$ cat src/rtl/power_detect_chain.sv
// Windowed I/Q power detector: passthrough, power-sum or peak-hold over a programmable
// number of samples, with a 4-stage power pipeline and a settings-bus register bank.
module power_detect_chain #(
  parameter int BASE      = 0,
  parameter int WIDTH     = 16,
  parameter int ACC_WIDTH = 48,
  parameter int LEN_WIDTH = 16
) (
  input  logic             clk,
  input  logic             rst,
  input  logic             clr,
  input  logic             set_stb,
  input  logic [7:0]       set_addr,
  input  logic [31:0]      set_data,
  input  logic             run,
  input  logic [WIDTH-1:0] i_in,
  input  logic [WIDTH-1:0] q_in,
  input  logic             strobe_in,
  output logic [31:0]      sample_out,
  output logic             strobe_out,
  output logic             overflow
);

  localparam int PW = 2 * WIDTH + 1;
  localparam logic [7:0] ADDR_LEN   = 8'(BASE);
  localparam logic [7:0] ADDR_MODE  = 8'(BASE + 1);
  localparam logic [7:0] ADDR_SHIFT = 8'(BASE + 2);

  logic [LEN_WIDTH-1:0] len_q, len_d;
  logic [1:0]           mode_q, mode_d;
  logic [5:0]           shift_q, shift_d;
  logic                 v1_q, v1_d, v2_q, v2_d, v3_q, v3_d;
  logic [WIDTH-1:0]     i1_q, i1_d, q1_q, q1_d;
  logic [2*WIDTH-1:0]   ii_q, ii_d, qq_q, qq_d;
  logic [PW-1:0]        p_q, p_d;
  logic [LEN_WIDTH-1:0] cnt_q, cnt_d;
  logic [ACC_WIDTH-1:0] acc_q, acc_d;
  logic                 flag_q, flag_d;
  logic [31:0]          sample_out_q, sample_out_d;
  logic                 strobe_out_q, strobe_out_d;
  logic                 overflow_q, overflow_d;

  logic                   wr_len, wr_mode, wr_shift, flush, power_mode;
  logic [LEN_WIDTH-1:0]   len_last;
  logic signed [2*WIDTH-1:0] i1_sx, q1_sx;
  logic [ACC_WIDTH-1:0]   p_ext, acc_new, shifted;
  logic [ACC_WIDTH:0]     sum;
  logic                   flag_new, dump_sat;
  logic                   unused_set_bits;

  assign unused_set_bits = ^set_data;

  always_comb begin
    wr_len     = set_stb && (set_addr == ADDR_LEN);
    wr_mode    = set_stb && (set_addr == ADDR_MODE);
    wr_shift   = set_stb && (set_addr == ADDR_SHIFT);
    // Any settings write restarts the window so old and new settings never mix.
    flush      = !run || clr || wr_len || wr_mode || wr_shift;
    power_mode = (mode_q == 2'd1) || (mode_q == 2'd2);
    len_last   = (len_q == '0) ? '0 : len_q - 1'b1;

    i1_sx = {{WIDTH{i1_q[WIDTH-1]}}, i1_q};
    q1_sx = {{WIDTH{q1_q[WIDTH-1]}}, q1_q};

    p_ext    = ACC_WIDTH'(p_q);
    sum      = {1'b0, acc_q} + {1'b0, p_ext};
    acc_new  = sum[ACC_WIDTH-1:0];
    flag_new = flag_q;
    if (mode_q == 2'd2) begin
      acc_new = (p_ext > acc_q) ? p_ext : acc_q;
    end else if (sum[ACC_WIDTH]) begin
      acc_new  = '1;
      flag_new = 1'b1;
    end
    shifted  = acc_new >> shift_q;
    // A saturated accumulator is only a lower bound, so the window reports full scale.
    dump_sat = flag_new || (|shifted[ACC_WIDTH-1:32]);

    len_d        = len_q;
    mode_d       = mode_q;
    shift_d      = shift_q;
    i1_d         = i_in;
    q1_d         = q_in;
    ii_d         = i1_sx * i1_sx;
    qq_d         = q1_sx * q1_sx;
    p_d          = {1'b0, ii_q} + {1'b0, qq_q};
    v1_d         = strobe_in && power_mode;
    v2_d         = v1_q;
    v3_d         = v2_q;
    cnt_d        = cnt_q;
    acc_d        = acc_q;
    flag_d       = flag_q;
    sample_out_d = sample_out_q;
    strobe_out_d = 1'b0;
    overflow_d   = overflow_q;

    if (v3_q) begin
      if (cnt_q == len_last) begin
        sample_out_d = dump_sat ? 32'hFFFF_FFFF : shifted[31:0];
        overflow_d   = dump_sat;
        strobe_out_d = 1'b1;
        cnt_d        = '0;
        acc_d        = '0;
        flag_d       = 1'b0;
      end else begin
        cnt_d  = cnt_q + 1'b1;
        acc_d  = acc_new;
        flag_d = flag_new;
      end
    end

    if (strobe_in && !power_mode) begin
      sample_out_d = {i_in[WIDTH-1 -: 16], q_in[WIDTH-1 -: 16]};
      overflow_d   = 1'b0;
      strobe_out_d = 1'b1;
    end

    if (flush) begin
      v1_d         = 1'b0;
      v2_d         = 1'b0;
      v3_d         = 1'b0;
      cnt_d        = '0;
      acc_d        = '0;
      flag_d       = 1'b0;
      sample_out_d = sample_out_q;
      overflow_d   = overflow_q;
      strobe_out_d = 1'b0;
    end

    if (wr_len)   len_d   = set_data[LEN_WIDTH-1:0];
    if (wr_mode)  mode_d  = set_data[1:0];
    if (wr_shift) shift_d = set_data[5:0];
  end

  always_ff @(posedge clk or negedge rst) begin
    if (!rst) begin
      len_q        <= '0;
      mode_q       <= '0;
      shift_q      <= '0;
      v1_q         <= 1'b0;
      v2_q         <= 1'b0;
      v3_q         <= 1'b0;
      i1_q         <= '0;
      q1_q         <= '0;
      ii_q         <= '0;
      qq_q         <= '0;
      p_q          <= '0;
      cnt_q        <= '0;
      acc_q        <= '0;
      flag_q       <= 1'b0;
      sample_out_q <= '0;
      strobe_out_q <= 1'b0;
      overflow_q   <= 1'b0;
    end else begin
      len_q        <= len_d;
      mode_q       <= mode_d;
      shift_q      <= shift_d;
      v1_q         <= v1_d;
      v2_q         <= v2_d;
      v3_q         <= v3_d;
      i1_q         <= i1_d;
      q1_q         <= q1_d;
      ii_q         <= ii_d;
      qq_q         <= qq_d;
      p_q          <= p_d;
      cnt_q        <= cnt_d;
      acc_q        <= acc_d;
      flag_q       <= flag_d;
      sample_out_q <= sample_out_d;
      strobe_out_q <= strobe_out_d;
      overflow_q   <= overflow_d;
    end
  end

  assign sample_out = sample_out_q;
  assign strobe_out = strobe_out_q;
  assign overflow   = overflow_q;

endmodule

$ cat config.mk
export PLATFORM = sky130hd
export DESIGN_NAME = power_detect_chain
export DESIGN_NICKNAME = d
export VERILOG_FILES = /design/src/rtl/power_detect_chain.sv
export SDC_FILE = /design/constraint.sdc
export NUM_CORES = 2
export LEC_CHECK = 0
export BUFFER_PORTS_ARGS = -buffer_cell sky130_fd_sc_hd__buf_4
export CORE_ASPECT_RATIO = 1.5
export CORE_UTILIZATION = 59
export CTS_CLUSTER_DIAMETER = 100
export CTS_CLUSTER_SIZE = 8
export DETAILED_ROUTE_END_ITERATION = 12
export PLACE_DENSITY_LB_ADDON = 0.15
export SYNTH_ARGS = -nofsm -noshare
export SYNTH_HDL_FRONTEND = slang
export SYNTH_SLANG_ARGS = --single-unit
$ cat constraint.sdc
create_clock -name clk -period 7 [get_ports clk]
set_input_delay 0.7 -clock clk [delete_from_list [all_inputs] [get_ports clk]]
set_output_delay 0.7 -clock clk [all_outputs]
set_load 0.02 [all_outputs]
==> impl_metrics.py <==
metrics = {
    "die": {
        "io_pins": 112,
        "core_area_sq_mm": 0.0600,
        "die_y_microns": 304,
        "row_count": 110,
        "start_util": 0.598,
        "die_w_microns": 203,
        "design.die.area_sq_mm": 0.0618,
    },
    "cts": {
        "htreeDepth": 2,
        "cts_tree": "built",
        "hold_buffers": 0,
        "cts_made_buffers": 37,
        "clkTransAtPathRegs_ns": 0.06,
        "clockRootBuffer": "clkbuf_16",
        "clk_path_buf_depth": 3,
        "clk_latency_ns": 0.59,
        "cts.sinks": 253,
    },
    "placed_design": {
        "dpl_cell_area_sq_mm": 0.0376,
        "place.gp.congestion": 0.988,
        "hpwlAfterDp_mm": 86.7,
        "portBuffers": 95,
    },
    "grt": {
        "antenna_found_initial": 2,
        "grt_use_total": 0.358,
        "grt_pass1_wl_mm": 168,
        "grt_pass1_vias": 30806,
        "grt-ovfl-total": 0,
        "grt_max_degree": 126,
    },
    "critical_path": {
        "crit_arrival_ns": 7.28,
        "worstSetupEndpoint": "ii_q[28]$_DFF_PN0_",
        "reg2reg_depth": 27,
        "rr_endpoint": "ii_q[28]$_DFF_PN0_",
        "setup.worst_path.end_class": "register",
        "path_common_cell": "fa_1",
        "critPathLaunchType": "register",
        "cp.buffers_inverters": 7,
        "startpoint": "i1_q[1]$_DFF_PN0_",
        "cp.depth": 27,
        "criticalPathCategory": "reg -> reg",
        "required_ns": 7.49,
        "max_stage_delay_ns": 0.56,
        "worst-path-max-fanout": 4,
        "timing.rr.start": "i1_q[1]$_DFF_PN0_",
        "critPathTopFamily": "adder cells",
        "regToRegSetupSlack_ns": 0.21,
        "crit_slowest_cell": "fa_1",
    },
    "synthesis": {
        "netlist.area_leader.share": 0.262,
        "synth_edf_count": 0,
        "synthTopCellsByArea": "fa_1, dfrtp_1, ha_1",
        "synth_flop_cell": "dfrtp_1",
        "ys_seq_elements": 253,
        "syn_inst": 3976,
        "yosysSeqAreaShare": 0.176,
        "postSynthAreaPerCell_sq_um": 9.02,
        "synthArstFlopShare": 1.00,
        "synth_top_area_cell": "fa_1",
        "yosysUniqueCellTypes": 105,
        "yosysWarnings": 0,
        "syn_nets": 4803,
        "synthesis.area_sq_mm": 0.0359,
    },
    "sta": {
        "fin_crit_ns": 6.79,
        "slew_violations": 0,
        "fmax_mhz": 147,
        "timing.final.crit_share": 0.969,
        "worst-slew-pin-transition_ns": 1.25,
        "slew_headroom": 0.162,
        "finalHoldViolations": 0,
        "clock_skew_ns": 0.0382,
        "setup_viol": 0,
    },
    "finish": {
        "final_cell_mix": "inv_1, fa_1, nand2_1",
        "drive_gt1_frac": 0.106,
        "area_growth_syn_to_layout_pct": 8.00,
        "mostFrequentLayoutCell": "inv_1",
        "post-route-cell-area_sq_mm": 0.0388,
        "layout.nets": 4869,
    },
    "detailed_routing": {
        "wirelength_mm": 107,
        "routedWlPerCell_microns": 22.2,
        "postRouteAntennaNets": 0,
        "remaining_drc_errors": 0,
        "dr.pass1.iters": 5,
        "vias_per_cell": 6.06,
        "num_vias": 29275,
        "drt-initial-drc-count": 2075,
    },
    "flow_run": {
        "cap_viol_max_count": 0,
    },
    "min_path": {
        "hold_class": "in -> async",
    },
    "run_status": {
        "status": "complete, no violations",
    },
}
==> flip-flops by register name, summed over array words and instances (netlist names) <==
register	count
p_q	33
mode_q	2
overflow	1
v1_q	1
v3_q	1
ii_q	31
acc_q	48
cnt_q	16
shift_q	6
v2_q	1
q1_q	16
flag_q	1
len_q	16
i1_q	16
qq_q	31
sample_out	32
strobe_out	1
==> final cells by class <==
class / count / area, sq um
clock inverter: 3 / 37.5
tap: 784 / 981
timing repair buffer: 202 / 1570
fill: 5202 / 21300
antenna: 1 / 2.50
sequential: 253 / 6340
multi-input combinational: 2819 / 26100
inverter: 729 / 2740
clock buffer: 40 / 947
==> timing repair <==
item	4_1_cts	5_1_grt
pin swaps	0	5
resized for setup	2	36
setup buffers	0	3
endpoints found under the setup margin	2	10
==> cells by family (layout without fill, tap and decap cells) <==
family	Yosys count	after routing	share of synthesized area
adder cells (fa/ha/maj)	749	749	0.359
XOR/XNOR	175	175	0.0427
buffers and inverters	904	974	0.0995
multiplexers	129	129	0.0446
AO/OA/AOI/OAI	718	718	0.137
flip-flops	253	253	0.176
AND/OR/NAND/NOR	1048	1048	0.140
other	0	1	0
==> stage by stage <==
stage	hold WS, ns	setup WS [ns]	instances	setup TNS, ns	util
after detailed placement	0.448	-0.00301	4784	-0.00301	0.627
after CTS	0.0971	0.00768	4827	0	0.643
final	0.0549	0.215	4831	0	0.646
after global routing	0.108	-0.0228	4830	-0.0316	0.646
after floorplan	0.373	0.222	3976	0	-
after global placement	0.433	0.0619	4784	0	0.627
==> Yosys cell counts, types with 22 or more instances <==
| library cell | n |
|---|---|
| clkbuf_1 | 127 |
| and3_1 | 29 |
| nand3_1 | 67 |
| mux2_2 | 38 |
| o31ai_1 | 28 |
| inv_1 | 726 |
| o21a_1 | 24 |
| or3_1 | 49 |
| o211ai_1 | 31 |
| a31oi_1 | 23 |
| o21ai_0 | 143 |
| ha_1 | 280 |
| a21oi_1 | 168 |
| nor3_1 | 55 |
| o22ai_1 | 46 |
| dfrtp_1 | 253 |
| nor2b_1 | 34 |
| nand2_1 | 323 |
| xor2_1 | 50 |
| and2_1 | 93 |
| fa_1 | 469 |
| xnor2_1 | 125 |
| mux2i_1 | 70 |
| nor2_1 | 276 |
| a211oi_1 | 29 |
| a21o_1 | 22 |
==> worst min path at each step <==
stage	start	endpoint	slack (ns)	cells after the start
2_1_floorplan	q1_q[0]$_DFF_PN0_	qq_q[0]$_DFF_PN0_	0.37	0
3_3_place_gp	v1_q$_DFF_PN0_	v2_q$_DFF_PN0_	0.43	1
3_5_place_dp	v1_q$_DFF_PN0_	v2_q$_DFF_PN0_	0.45	1
4_1_cts	rst	acc_q[4]$_DFFE_PN0P_	0.1	1
5_1_grt	rst	acc_q[4]$_DFFE_PN0P_	0.11	1
6_report	rst	acc_q[4]$_DFFE_PN0P_	0.05	1
==> layer usage <==
layer / up-vias / share of wire / global-route usage / wire (microns)
li1: 13168 / - / - / -
met1: 14602 / 0.34 / 0.373 / 36000
met2: 1061 / 0.51 / 0.632 / 55100
met3: 442 / 0.051 / 0.0512 / 5450
met4: 2 / 0.099 / 0.299 / 10600
met5: - / 0.000084 / 0 / 9
Power is left out: the tool's default activity adds up to more than one toggle a clock period on the data nets, which glitch-free logic cannot reach.
